===== src/rtl/lcd_hex_display.sv =====
// HD44780 16x2 driver: power-up init, then renders a 128-bit value as
// 32 uppercase hex characters (bits 127:64 on line 1, 63:0 on line 2).
module lcd_hex_display #(
    parameter int SETUP_CYCLES      = 2,
    parameter int E_HIGH_CYCLES     = 12,
    parameter int CMD_WAIT_CYCLES   = 2000,
    parameter int CLEAR_WAIT_CYCLES = 82000,
    parameter int POWERUP_CYCLES    = 750000
) (
    input  logic         clk,
    input  logic         rst,
    input  logic         start,
    input  logic [127:0] value,
    output logic         busy,
    output logic         done,
    output logic         lcd_rw,
    output logic         lcd_e,
    output logic         lcd_rs,
    output logic [7:0]   data
);

    typedef enum logic [2:0] {
        ST_PWRUP, ST_INIT, ST_IDLE, ST_DRAW, ST_DONE
    } state_t;

    typedef enum logic [1:0] {
        PH_OFF, PH_SETUP, PH_EHIGH, PH_WAIT
    } phase_t;

    localparam logic [31:0] SETUP_LAST = 32'(SETUP_CYCLES - 1);
    localparam logic [31:0] EHIGH_LAST = 32'(E_HIGH_CYCLES - 1);
    localparam logic [31:0] CMD_LAST   = 32'(CMD_WAIT_CYCLES - 1);
    localparam logic [31:0] CLEAR_LAST = 32'(CLEAR_WAIT_CYCLES - 1);
    // Counting starts on the first edge with rst low, hence no -1 here.
    localparam logic [31:0] PWRUP_END  = 32'(POWERUP_CYCLES);

    state_t         state_q, state_d;
    phase_t         phase_q, phase_d;
    logic [31:0]    cnt_q, cnt_d;
    logic [5:0]     idx_q, idx_d;
    logic [127:0]   val_q, val_d;
    logic           rs_q, rs_d;
    logic [7:0]     data_q, data_d;

    logic [5:0]     nidx;
    logic [4:0]     pos;
    logic [3:0]     nib;
    logic           nxt_rs;
    logic [7:0]     nxt_byte;
    logic [31:0]    wait_last;
    logic           last_byte;

    function automatic logic [7:0] to_ascii(input logic [3:0] n);
        return (n < 4'd10) ? 8'h30 + {4'h0, n} : 8'h37 + {4'h0, n};
    endfunction

    // Byte that follows the current one in the active sequence.
    always_comb begin
        nidx     = (state_q == ST_INIT || state_q == ST_DRAW)
                   ? idx_q + 6'd1 : 6'd0;
        pos      = (nidx <= 6'd16) ? 5'(6'd32 - nidx) : 5'(6'd33 - nidx);
        nib      = val_q[{pos, 2'b00} +: 4];
        nxt_rs   = 1'b0;
        nxt_byte = 8'h00;
        if (state_q == ST_DRAW) begin
            if (nidx == 6'd17) begin
                nxt_byte = 8'hC0;
            end else begin
                nxt_rs   = 1'b1;
                nxt_byte = to_ascii(nib);
            end
        end else begin
            unique case (nidx[1:0])
                2'd0: nxt_byte = 8'h38;
                2'd1: nxt_byte = 8'h0C;
                2'd2: nxt_byte = 8'h06;
                2'd3: nxt_byte = 8'h01;
            endcase
        end
    end

    always_comb begin
        state_d   = state_q;
        phase_d   = phase_q;
        cnt_d     = cnt_q + 32'd1;
        idx_d     = idx_q;
        val_d     = val_q;
        rs_d      = rs_q;
        data_d    = data_q;
        wait_last = (!rs_q && data_q == 8'h01) ? CLEAR_LAST : CMD_LAST;
        last_byte = (state_q == ST_INIT) ? (idx_q == 6'd3)
                                         : (idx_q == 6'd33);
        unique case (state_q)
            ST_PWRUP: begin
                if (cnt_q == PWRUP_END) begin
                    state_d = ST_INIT;
                    phase_d = PH_SETUP;
                    cnt_d   = '0;
                    idx_d   = '0;
                    rs_d    = nxt_rs;
                    data_d  = nxt_byte;
                end
            end
            ST_INIT, ST_DRAW: begin
                unique case (phase_q)
                    PH_SETUP: begin
                        if (cnt_q == SETUP_LAST) begin
                            phase_d = PH_EHIGH;
                            cnt_d   = '0;
                        end
                    end
                    PH_EHIGH: begin
                        if (cnt_q == EHIGH_LAST) begin
                            phase_d = PH_WAIT;
                            cnt_d   = '0;
                        end
                    end
                    PH_WAIT: begin
                        if (cnt_q == wait_last) begin
                            cnt_d = '0;
                            if (last_byte) begin
                                phase_d = PH_OFF;
                                state_d = (state_q == ST_INIT)
                                          ? ST_IDLE : ST_DONE;
                            end else begin
                                phase_d = PH_SETUP;
                                idx_d   = nidx;
                                rs_d    = nxt_rs;
                                data_d  = nxt_byte;
                            end
                        end
                    end
                    default: begin
                        phase_d = PH_SETUP;
                        cnt_d   = '0;
                    end
                endcase
            end
            ST_IDLE: begin
                cnt_d = '0;
                if (start) begin
                    val_d   = value;
                    state_d = ST_DRAW;
                    phase_d = PH_SETUP;
                    idx_d   = '0;
                    rs_d    = 1'b0;
                    data_d  = 8'h80;
                end
            end
            ST_DONE: begin
                cnt_d   = '0;
                state_d = ST_IDLE;
            end
            default: begin
                cnt_d   = '0;
                state_d = ST_PWRUP;
            end
        endcase
    end

    always_ff @(posedge clk) begin
        if (rst) begin
            state_q <= ST_PWRUP;
            phase_q <= PH_OFF;
            cnt_q   <= '0;
            idx_q   <= '0;
            val_q   <= '0;
            rs_q    <= 1'b0;
            data_q  <= 8'h00;
        end else begin
            state_q <= state_d;
            phase_q <= phase_d;
            cnt_q   <= cnt_d;
            idx_q   <= idx_d;
            val_q   <= val_d;
            rs_q    <= rs_d;
            data_q  <= data_d;
        end
    end

    assign lcd_rw = 1'b0;
    assign lcd_e  = (phase_q == PH_EHIGH);
    assign lcd_rs = rs_q;
    assign data   = data_q;
    assign busy   = (state_q != ST_IDLE);
    assign done   = (state_q == ST_DONE);

endmodule


===== config.mk =====
export PLATFORM = sky130hd
export DESIGN_NAME = lcd_hex_display
export DESIGN_NICKNAME = d
export VERILOG_FILES = /design/src/rtl/lcd_hex_display.sv
export SDC_FILE = /design/constraint.sdc
export NUM_CORES = 1
export LEC_CHECK = 0
export CAP_MARGIN = 20
export CORE_MARGIN = 2
export CORE_UTILIZATION = 54
export CTS_BUF_LIST = sky130_fd_sc_hd__clkbuf_16
export DETAILED_ROUTE_END_ITERATION = 16
export PLACE_DENSITY = 0.91
export SETUP_SLACK_MARGIN = 0.5
export SKIP_CTS_REPAIR_TIMING = 1
export SLEW_MARGIN = 20
export SYNTH_ARGS = -nofsm -noshare
export SYNTH_HDL_FRONTEND = slang
export SYNTH_SLANG_ARGS = --single-unit

===== constraint.sdc =====
create_clock -name clk -period 5.4 [get_ports clk]
set_input_delay 1.08 -clock clk [delete_from_list [all_inputs] [get_ports clk]]
set_output_delay 1.08 -clock clk [all_outputs]
set_load 0.01 [all_outputs]

Yosys cells after proc, flatten, opt, wreduce, memory -nomap -nowiden
Cells that the tools add are included.
{"block": "word_totals", "reg_bits": 180, "input_bits": 131, "out_inout_bits": 13}
{"block": "op_classes", "add_sub_neg": 6, "n_lt_le_gt_ge": 2, "n_eq_ne": 28, "shift": 1, "muxes": 49, "n_reduce_logical": 11}
{"operator": "32-bit 2-to-1 mux", "n": 4}
{"operator": "128-bit by 8-bit indexed part select with 4-bit output", "n": 1}
{"operator": "32-bit case mux with 3 select lines", "n": 1}
{"operator": "32-bit case mux with 2 select lines", "n": 1}
{"operator": "8-bit 2-to-1 mux", "n": 7}
{"operator": "6-bit 2-to-1 mux", "n": 6}
{"operator": "32-bit by 1-bit adder with 32-bit output, second input constant", "n": 1}
{"operator": "32-bit by 1-bit equality test with 1-bit output, second input constant", "n": 1}
{"operator": "32-bit by 17-bit equality test with 1-bit output", "n": 1}
{"operator": "32-bit by 20-bit equality test with 1-bit output, second input constant", "n": 1}
{"operator": "32-bit by 4-bit equality test with 1-bit output, second input constant", "n": 1}
{"operator": "8-bit case mux with 4 select lines", "n": 1}
{"operator": "8-bit case mux with 3 select lines", "n": 1}
{"operator": "3-bit 2-to-1 mux", "n": 6}
{"operator": "6-bit case mux with 3 select lines", "n": 1}
{"operator": "17-bit 2-to-1 mux", "n": 1}
{"operator": "6-bit by 4-bit adder with 7-bit output, first input constant", "n": 2}
{"operator": "2-bit inequality test, second input constant", "n": 6}
{"operator": "2-bit case mux with 3 select lines", "n": 2}
{"operator": "3-bit case mux with 4 select lines", "n": 1}
{"operator": "6-bit AND reduction", "n": 2}
{"operator": "2-bit 2-to-1 mux", "n": 5}
{"operator": "1-bit by 5-bit subtractor with 5-bit output, first input constant", "n": 2}
{"operator": "1-bit 2-to-1 mux", "n": 9}
{"operator": "other kinds (26)", "n": 33}

Depth between registers and ports, before layout
Gate-level depths: netlist of run 1.
{"block": "logic_depth", "depth_word": 14, "ltp_mapped": 22}

Least setup slack after synthesis of run 1
Ideal clock, no wire load.
{"block": "synth_timing", "kind": "reg-to-reg", "start": "register state_q[0]", "end": "register data_q[2] (netlist: data[2])", "t_arrival_ns": 4.051, "required_time_ns": 5.278, "slack_ns": 1.227, "path_stages_with_launch": 22, "n_path_buf": 6, "synth_period_minus_slack_ns": 4.173, "cell_sequence": "dfxtp_1 -> buf_2 -> nor2b_1 -> buf_2 -> and2_1 -> clkbuf_1 -> inv_1 -> ha_1 -> o211a_1 -> o2111a_2 -> a211oi_4 -> buf_6 -> buf_6 -> buf_2 -> mux4_2 -> mux2i_1 -> mux2i_1 -> mux2_2 -> inv_1 -> ha_1 -> a211oi_1 -> a311o_1"}
{"block": "synth_via", "elab_chain_len": 14}
{"item": "from (decl)", "line_no": "37", "rtl": "state_t state_q, state_d;"}
{"item": "from (signal assigned)", "line_no": "171", "rtl": "state_q <= state_d;"}
{"item": "3-bit by 1-bit equality test with 1-bit output or 3-bit by 2-bit equality test with 1-bit output (tied branches)"}
{"item": "1-bit logical OR", "line_no": "59", "rtl": "nidx = (state_q == ST_INIT || state_q == ST_DRAW)"}
{"item": "6-bit 2-to-1 mux", "line_no": "60", "rtl": "? idx_q + 6'd1 : 6'd0;"}
{"item": "1-bit by 5-bit subtractor with 5-bit output or 6-bit by 5-bit less-or-equal comparator with 1-bit output (tied branches)", "line_no": "61", "rtl": "pos = (nidx <= 6'd16) ? 5'(6'd32 - nidx) : 5'(6'd33 - nidx);"}
{"item": "5-bit 2-to-1 mux", "line_no": "61"}
{"item": "128-bit by 8-bit indexed part select with 4-bit output", "line_no": "62", "rtl": "nib = val_q[{pos, 2'b00} +: 4];"}
{"item": "6-bit by 4-bit adder with 7-bit output or 4-bit < comparator (tied branches)", "line_no": "54", "rtl": "return (n < 4'd10) ? 8'h30 + {4'h0, n} : 8'h37 + {4'h0, n};"}
{"item": "7-bit 2-to-1 mux", "line_no": "54"}
{"item": "8-bit 2-to-1 mux", "line_no": "66", "rtl": "if (nidx == 6'd17) begin"}
{"item": "8-bit 2-to-1 mux", "line_no": "65", "rtl": "if (state_q == ST_DRAW) begin"}
{"item": "8-bit 2-to-1 mux", "line_no": "121", "rtl": "if (last_byte) begin"}
{"item": "8-bit 2-to-1 mux", "line_no": "119", "rtl": "if (cnt_q == wait_last) begin"}
{"item": "8-bit 2-to-1 mux", "line_no": "105", "rtl": "unique case (phase_q)"}
{"item": "8-bit case mux with 3 select lines", "line_no": "93", "rtl": "unique case (state_q)"}
{"item": "to (signal assigned)", "line_no": "177", "rtl": "data_q <= data_d;"}
{"item": "to (decl)", "line_no": "43", "rtl": "logic [7:0] data_q, data_d;"}
Several ways; a longest one is shown, not always the timed one. The select of a mux whose other input is x is not followed.
A chain may end at the register's enable or synchronous reset.

Worst setup path after layout of run 1
{"block": "layout_timing", "start": "register state_q[0]", "end": "register data_q[4] (netlist: data[4])"}
Same word-level chain as after synthesis.

==> metrics.md, run 1 <==
| Metric | Value |
|---|---|
| Arrival time worst endpoint | about 4.9 ns |
| Final Hold Viols | 0 |
| IR drop worst, VDD | ~0.31 mV |
| WL final | 23.7 mm |
| H-tree depth | 4 |
| Final net count | 1346 |
| Final Util | between 60% and 70% |
| Yosys cell types | 70 |
| Crit Path Category | reg -> reg |
| Reg power frac | 36.6% |
| Fmax | 0.220 GHz |
| CTS max path bufs | 2 |
| EDFF count, synth | 0 |
| Die height | 132 µm |
| # clock sinks | 180 |
| Critical Path Source Type | register |
| Area grow syn2layout | 23.2% |
| RSZ-0062 raised after global routing | false |
| Flops & latches, synth | 180 |
| CP most frequent cell | buf_4 |
| Slew Limit Fails | 0 |
| Initial Util | 55.4% |
| Largest cells by area after synthesis | dfxtp_1 (41%), nand2_1 (13%), a21oi_1 (8.0%) |
| Reg2Reg Depth | 19 |
| Largest net degree at the start of global routing | 110 |
| Sequential fraction of the synthesis area | a little over 40% |
| Total negative slack | 0 ns |
| Gpl congestion | 0.931 |
| Worst EP required | ~5.7 ns |
| Total number of vias | 8253 |
| Via density | 5.78 |
| Worst-Skew Late Latency | ~0.44 ns |
| Most common cell after layout, fill and taps aside | nand2_1 |
| Final setup vio count | 0 |
| Die ar. | between 15000 and 20000 µm² |
| IO buf count | 142 |
| CTS buffer count | 17 |
| Kind of path behind the tightest hold check | reg -> reg |
| Slew margin rel. | 27.7% |
| Clock Power Share | 26.8% |
| Post-Syn Instances | 1094 |
| Cell chain of the critical path | nor2b_1 > buf_4 > and2_1 > inv_1 > ha_1 > o211a_1 > o211ai_2 > a211oi_4 > buf_4 > buf_4 > mux2i_1 > mux4_2 > nand2_1 > a31o_2 > nand2_1 > ha_1 > nand3b_1 > a21o_1 > a211o_1 |
| Row Count | 46 |
| Number of global-route vias before repair | 7920 |
| Syn nets | between 1000 and 1500 |
| Yosys warnings | 0 |
| Initial antenna violation count | 0 |
| Global Route Usage Sum | 26.9% |
| Layout cells sized above 1 | 6.85% |
| DRC | 0 |
| Grt total ovfl | 0 |
| CTS tree | done |
| Synth area leader | dfxtp_1 |
| WL/cell | 16.6 µm |
| Worst slew pin tran | 1.08 ns |
| Most used DFF post-synth | dfxtp_1 |
| Int Power | 2.71 mW |
| Pwr Density | 399 nW/µm² |
| Largest fanout on the critical path | 11 |
| Antenna-violating nets left | 0 |
| Final HPWL DP | 16.7 mm |
| Pre-antenna DRT Iters | 5 |
| Slowest-stage cell, CP | dfxtp_1 |
| WHS Path Cells | 2 |
| Ys async rst share | 0% |
| Mean area per synthesized cell | 8.04 µm² |
| First-pass GRT wire length | 37.9 mm |
| Number of primary I/O pins | 144 |
| Sw frac | 37.3% |
| Clock root buffer | clkbuf_16 |
| Sw Pwr | 1.61 mW |
| Leak | around 3.9 nW |
| Die Wd | 132 µm |
| Netlist Area Pre-Place | 8800 µm² |
| Final Critical Period | 4.54 ns |
| Share of the cycle needed by the critical path after routing | 84.0% |
| Most frequent cells in the layout | nand2_1 (296), dfxtp_1 (180), a21oi_1 (141), clkdlybuf4s50_1 (141), nor2_1 (86) |
| Top cell type's share of synthesized area | around two fifths |
| Status | completed |
| Critical path's largest stage delay | 0.49 ns |
| Clock skew | 0.0140 ns |
| Initial DRC Count | 740 |
| Diode count | 0 |
| Comb pwr share | a little over a third |
| # Max-Cap Violations | 0 |
| CP Capture Type | register |
| Clk pin slew, worst setup/hold paths | ~0.070 ns |
| Core region area | around 16000 µm² |
kinds of logic after synthesis:
group | share of synthesized area (%)
simple gates | 23.8
compound gates | 13.8
flops | 41.0
buf+inv | 4.81
mux | 11.2
xor+xnor | 3.38
fa+ha+maj | 1.99
other cells | 0.0426
power groups by stage:
stage          Clock, mW  Sequential, mW  Combinational (mW)
6_report            1.16            1.58                1.58
5_1_grt             1.22            1.60                1.70
4_1_cts             1.17            1.58                1.53
3_5_place_dp           0            1.61                1.52
2_1_floorplan          0            1.56                1.17
3_3_place_gp           0            1.60                1.48
worst paths after layout:
| check | to | startpoint | slack [ns] |
|---|---|---|---|
| min | val_q[30] | val_q[30] | 0.46 |
| min reg2reg | val_q[30] | val_q[30] | 0.46 |
| max reg2reg | data[4] | state_q[0] | 0.86 |
| max | data[4] | state_q[0] | 0.86 |
worst max-delay path, delay by kind of cell, from the launching register on:
kind	cells	cell delay, ns
buf+inv	4	0.70
mux	2	0.58
flops	1	0.49
fa+ha+maj	2	0.51
simple gates	5	0.91
compound gates	6	1.26
registers in the layout, summed over array words and instances, names as in the netlist:
signal and count:
idx_q 6, data 8, val_q 128, lcd_rs 1
phase_q 2, state_q 3, cnt_q 32
cell usage after synthesis (2+ instances only):
library cell and number:
nand2_1 297, dfxtp_1 180, a21oi_1 141, nor2_1 86
mux2i_1 67, clkbuf_1 55, xnor2_1 20, inv_1 19
nand3_1 16, nor3_1 15, ha_1 14, xor2_1 14
nand4_1 13, mux4_2 11, and3_1 10, and2_1 9
nor4_1 9, buf_2 8, buf_6 7, nor3b_1 6
a211oi_1 5, a21o_1 5, mux2_2 5, a311oi_1 4
a31oi_1 4, nand2b_1 4, nand3b_1 4, o21ai_1 4
a211o_1 3, buf_4 3, nor4b_1 3, o211ai_1 3
o21ai_0 3, o32ai_1 3, a2111oi_0 2, a22oi_1 2
nor2b_1 2, o211a_1 2, o211ai_2 2, o21a_1 2
or2_2 2, or4_1 2
layer usage:
metal	GRT usage (%)	routed length (µm)	share of wire, %	up-vias
li1	-	-	-	3943
met1	32.4	9730	41	3856
met2	47.3	11800	50	379
met3	5.21	1510	6.3	75
met4	10.1	641	2.7	0
met5	0	0	0	-
per-stage QoR:
step           power, mW  instances  setup slack, ns  hold slack [ns]  instance area, µm²
3_3_place_gp        3.08       1393            0.956            0.439               10300
3_5_place_dp        3.12       1393            0.807            0.447               10300
5_1_grt             4.53       1428            0.565            0.477               10800
2_1_floorplan       2.73       1094             1.23            0.432                8800
4_1_cts             4.28       1423            0.724            0.456               10800
6_report            4.32       1428            0.864            0.459               10800
final cells by class:
type                       count  area [µm²]
timing repair buffer         162        1570
inverter                      19        71.3
tap                          216         270
clock inverter                13         113
sequential                   180        3600
clock buffer                  17         425
fill                        1193        5050
multi-input combinational    821        4780
Note: power is estimated with default switching activity, not from simulation.
==> run 2, diff against run 1 <==
Clock period 5.4 ns to 4.45 ns, I/O delays scaled along.
==> run 2 against run 1 <==
Largest cell class unchanged. Via count is essentially flat. Sequential share of layout area shrank 0.70 points. Hold slack lost 0.0090 ns. Flip-flop and latch count is the same. Combinational power grew 34%. Maximum frequency grew 16%. Highest routed layer unchanged. Cell count grew 0.77%. Setup slack lost 0.33 ns. Count of clock-buffer cells in the layout is the same. First-iteration DRC count grew 12%. Design area grew 2.4%. Non-clock buffer count grew 11.
==> metrics.md, run 2 (synthesis results as in run 1) <==
| Metric | Value |
|---|---|
| Final Hold Viols | 0 (unchanged) |
| Arrival time worst endpoint | 4.26 ns (-0.60 ns) |
| RSZ-0062 raised after global routing | false |
| Global Route Usage Sum | 26.7% (-0.19 points) |
| Grt total ovfl | 0 (unchanged) |
| Total number of vias | 8257 (+0.048%) |
| Clock skew | 0.0141 ns (+0.0000976 ns) |
| Diode count | 0 (unchanged) |
| Largest net degree at the start of global routing | 101 (-8.2%) |
| # Max-Cap Violations | 0 (unchanged) |
| Clock Power Share | 26.3% (-0.5 points) |
| Hold Slack | 0.450 ns (-0.00901 ns) |
| H-tree depth | 4 (unchanged) |
| Layout cells sized above 1 | 9.08% (+2.2 points) |
| DRC | 0 (unchanged) |
| Final HPWL DP | 16.5 mm (-1.5%) |
| CTS buffer count | 17 (unchanged) |
| Share of the cycle needed by the critical path after routing | 88.0% (+4.0 points) |
| Die ar. | 17300 µm² (unchanged) |
| Number of flip-flops in the largest register | 128 (unchanged) |
| Top reg by flops | val_q |
| Sw frac | 36.9% (-0.41 points) |
| Reg power frac | 35.2% (-1.4 points) |
| Comb pwr share | 38.6% (+2.1 points) |
| Slew margin rel. | 32.6% (+4.8 points) |
| Worst-Skew Late Latency | 0.44 ns (about the same) |
| Leak | 3.94 nW (+2.2%) |
| Final net count | 1357 (+0.82%) |
| Initial Util | 55.4% (unchanged) |
| Number of global-route vias before repair | 7906 (-0.18%) |
| CP Capture Type | register |
| Pwr Total | 5.47 mW (+27%) |
| Pwr Density | 493 nW/µm² (+24%) |
| Most frequent cells in the layout | nand2_1 (295), dfxtp_1 (177), a21oi_1 (141), clkdlybuf4s50_1 (141), nor2_1 (85) |
| Sw Pwr | 2.02 mW (+25%) |
| Kind of path behind the tightest hold check | reg -> reg |
| Core region area | 15900 µm² (unchanged) |
| Final Critical Period | 3.92 ns (-0.621 ns) |
| IR drop worst, VDD | 0.389 mV (+26%) |
| Most common cell after layout, fill and taps aside | nand2_1 |
| First-pass GRT wire length | 37.7 mm (-0.58%) |
| CTS tree | done |
| Pre-antenna DRT Iters | 5 (unchanged) |
| CTS max path bufs | 2 (unchanged) |
| Fmax | 0.255 GHz (+16%) |
| Total placed cells including tap cells | 1402 (+0.65%) |
| Clk pin slew, worst setup/hold paths | 0.07 ns (about the same) |
| Number of primary I/O pins | 144 (unchanged) |
| Crit Path Category | reg -> reg |
| Antenna-violating nets left | 0 (unchanged) |
| Die Wd | 132 µm (unchanged) |
| Status | completed |
| IO buf count | 142 (unchanged) |
| Initial antenna violation count | 0 (unchanged) |
| Area grow syn2layout | 26.1% |
| Gpl congestion | 0.901 (-3.2%) |
| Worst EP required | 4.79 ns (-0.93 ns) |
| Initial DRC Count | 832 (+12%) |
| Final std cells w/o fill | 1439 (+0.77%) |
| Row Count | 46 (unchanged) |
| Clock root buffer | clkbuf_16 |
| # clock sinks | 180 (unchanged) |
| Critical Path Source Type | register |
| Largest fanout on the critical path | 20 (+9) |
| Via density | 5.74 (-0.72%) |
| Int Power | 3.45 mW (+27%) |
| Worst slew pin tran | 1.01 ns (-0.0750 ns) |
| Final setup vio count | 0 (unchanged) |
| Die height | 132 µm (unchanged) |
| WL/cell | 16.5 µm (-0.42%) |
| Slew Limit Fails | 0 (unchanged) |
| WL final | 23.8 mm (+0.35%) |
run 2: cell types whose count changed in the layout (fill, tap and decap cells not counted), sizes merged:
cell,change
buf,+11
bufinv,+1
clkinv,+1
clkinvlp,-2
run 2: power by group through the flow:
stage	Clock (mW)	Combinational, mW	Sequential, mW
4_1_cts	1.44	1.91	1.92
6_report	1.44	2.11	1.92
3_5_place_dp	0	1.89	1.95
5_1_grt	1.51	2.28	1.94
3_3_place_gp	0	1.84	1.94
2_1_floorplan	0	1.43	1.89
run 2: worst paths after layout:
check / slack [ns] / startpoint / cells after the start / to
min reg2reg: 0.45 / val_q[70] / 2 / val_q[70]
max reg2reg: 0.53 / state_q[0] / 17 / data[1]
max: 0.53 / state_q[0] / 17 / data[1]
min: 0.45 / val_q[70] / 2 / val_q[70]
run 2: area by class of cell:
| cell class | count | area, µm² |
|---|---|---|
| inverter | 19 | 71.3 |
| clock inverter | 13 | 123 |
| tap | 216 | 270 |
| timing repair buffer | 173 | 1700 |
| multi-input combinational | 821 | 4890 |
| sequential | 180 | 3610 |
| clock buffer | 17 | 425 |
| fill | 1120 | 4790 |
run 2: through the flow:
| step | util, % | TNS (ns) | worst slack [ns] | instance area, µm² |
|---|---|---|---|---|
| finish | 69.8 | 0 | 0.535 | 11100 |
| global route | 69.8 | 0 | 0.345 | 11100 |
| CTS | 68.5 | -0.0213 | -0.0213 | 10900 |
| detailed placement | 65.1 | 0 | 0.0746 | 10300 |
| global placement | 65.1 | 0 | 0.322 | 10300 |
| floorplan | - | 0 | 0.510 | 8810 |
run 2: metal layers:
| layer | routed length (µm) | vias up | track usage (%) |
|---|---|---|---|
| met5 | 0 | - | 0 |
| met4 | 753 | 0 | 10.6 |
| met3 | 1800 | 81 | 5.86 |
| met2 | 11600 | 392 | 45.2 |
| met1 | 9630 | 3827 | 33.0 |
| li1 | - | 3957 | - |
run 2: critical path, stage by stage (launching register included):
cell      delay, ns
dfxtp_2        0.43
nor2b_4        0.21
and2_1         0.16
inv_1          0.09
ha_2           0.23
o211a_4        0.17
o2111a_2       0.28
a211oi_4       0.25
buf_12         0.18
buf_12         0.17
mux4_2         0.32
mux2i_1        0.18
mux2i_1        0.09
mux2_2         0.30
inv_1          0.07
ha_2           0.26
and2_0         0.14
o32ai_1        0.30
==> run 3, diff against run 2 <==
Settings changed: SKIP_LAST_GASP from default to 1.
==> results of run 3 <==
Same layout as run 2: the final DEF is identical, and so are final timing and power.
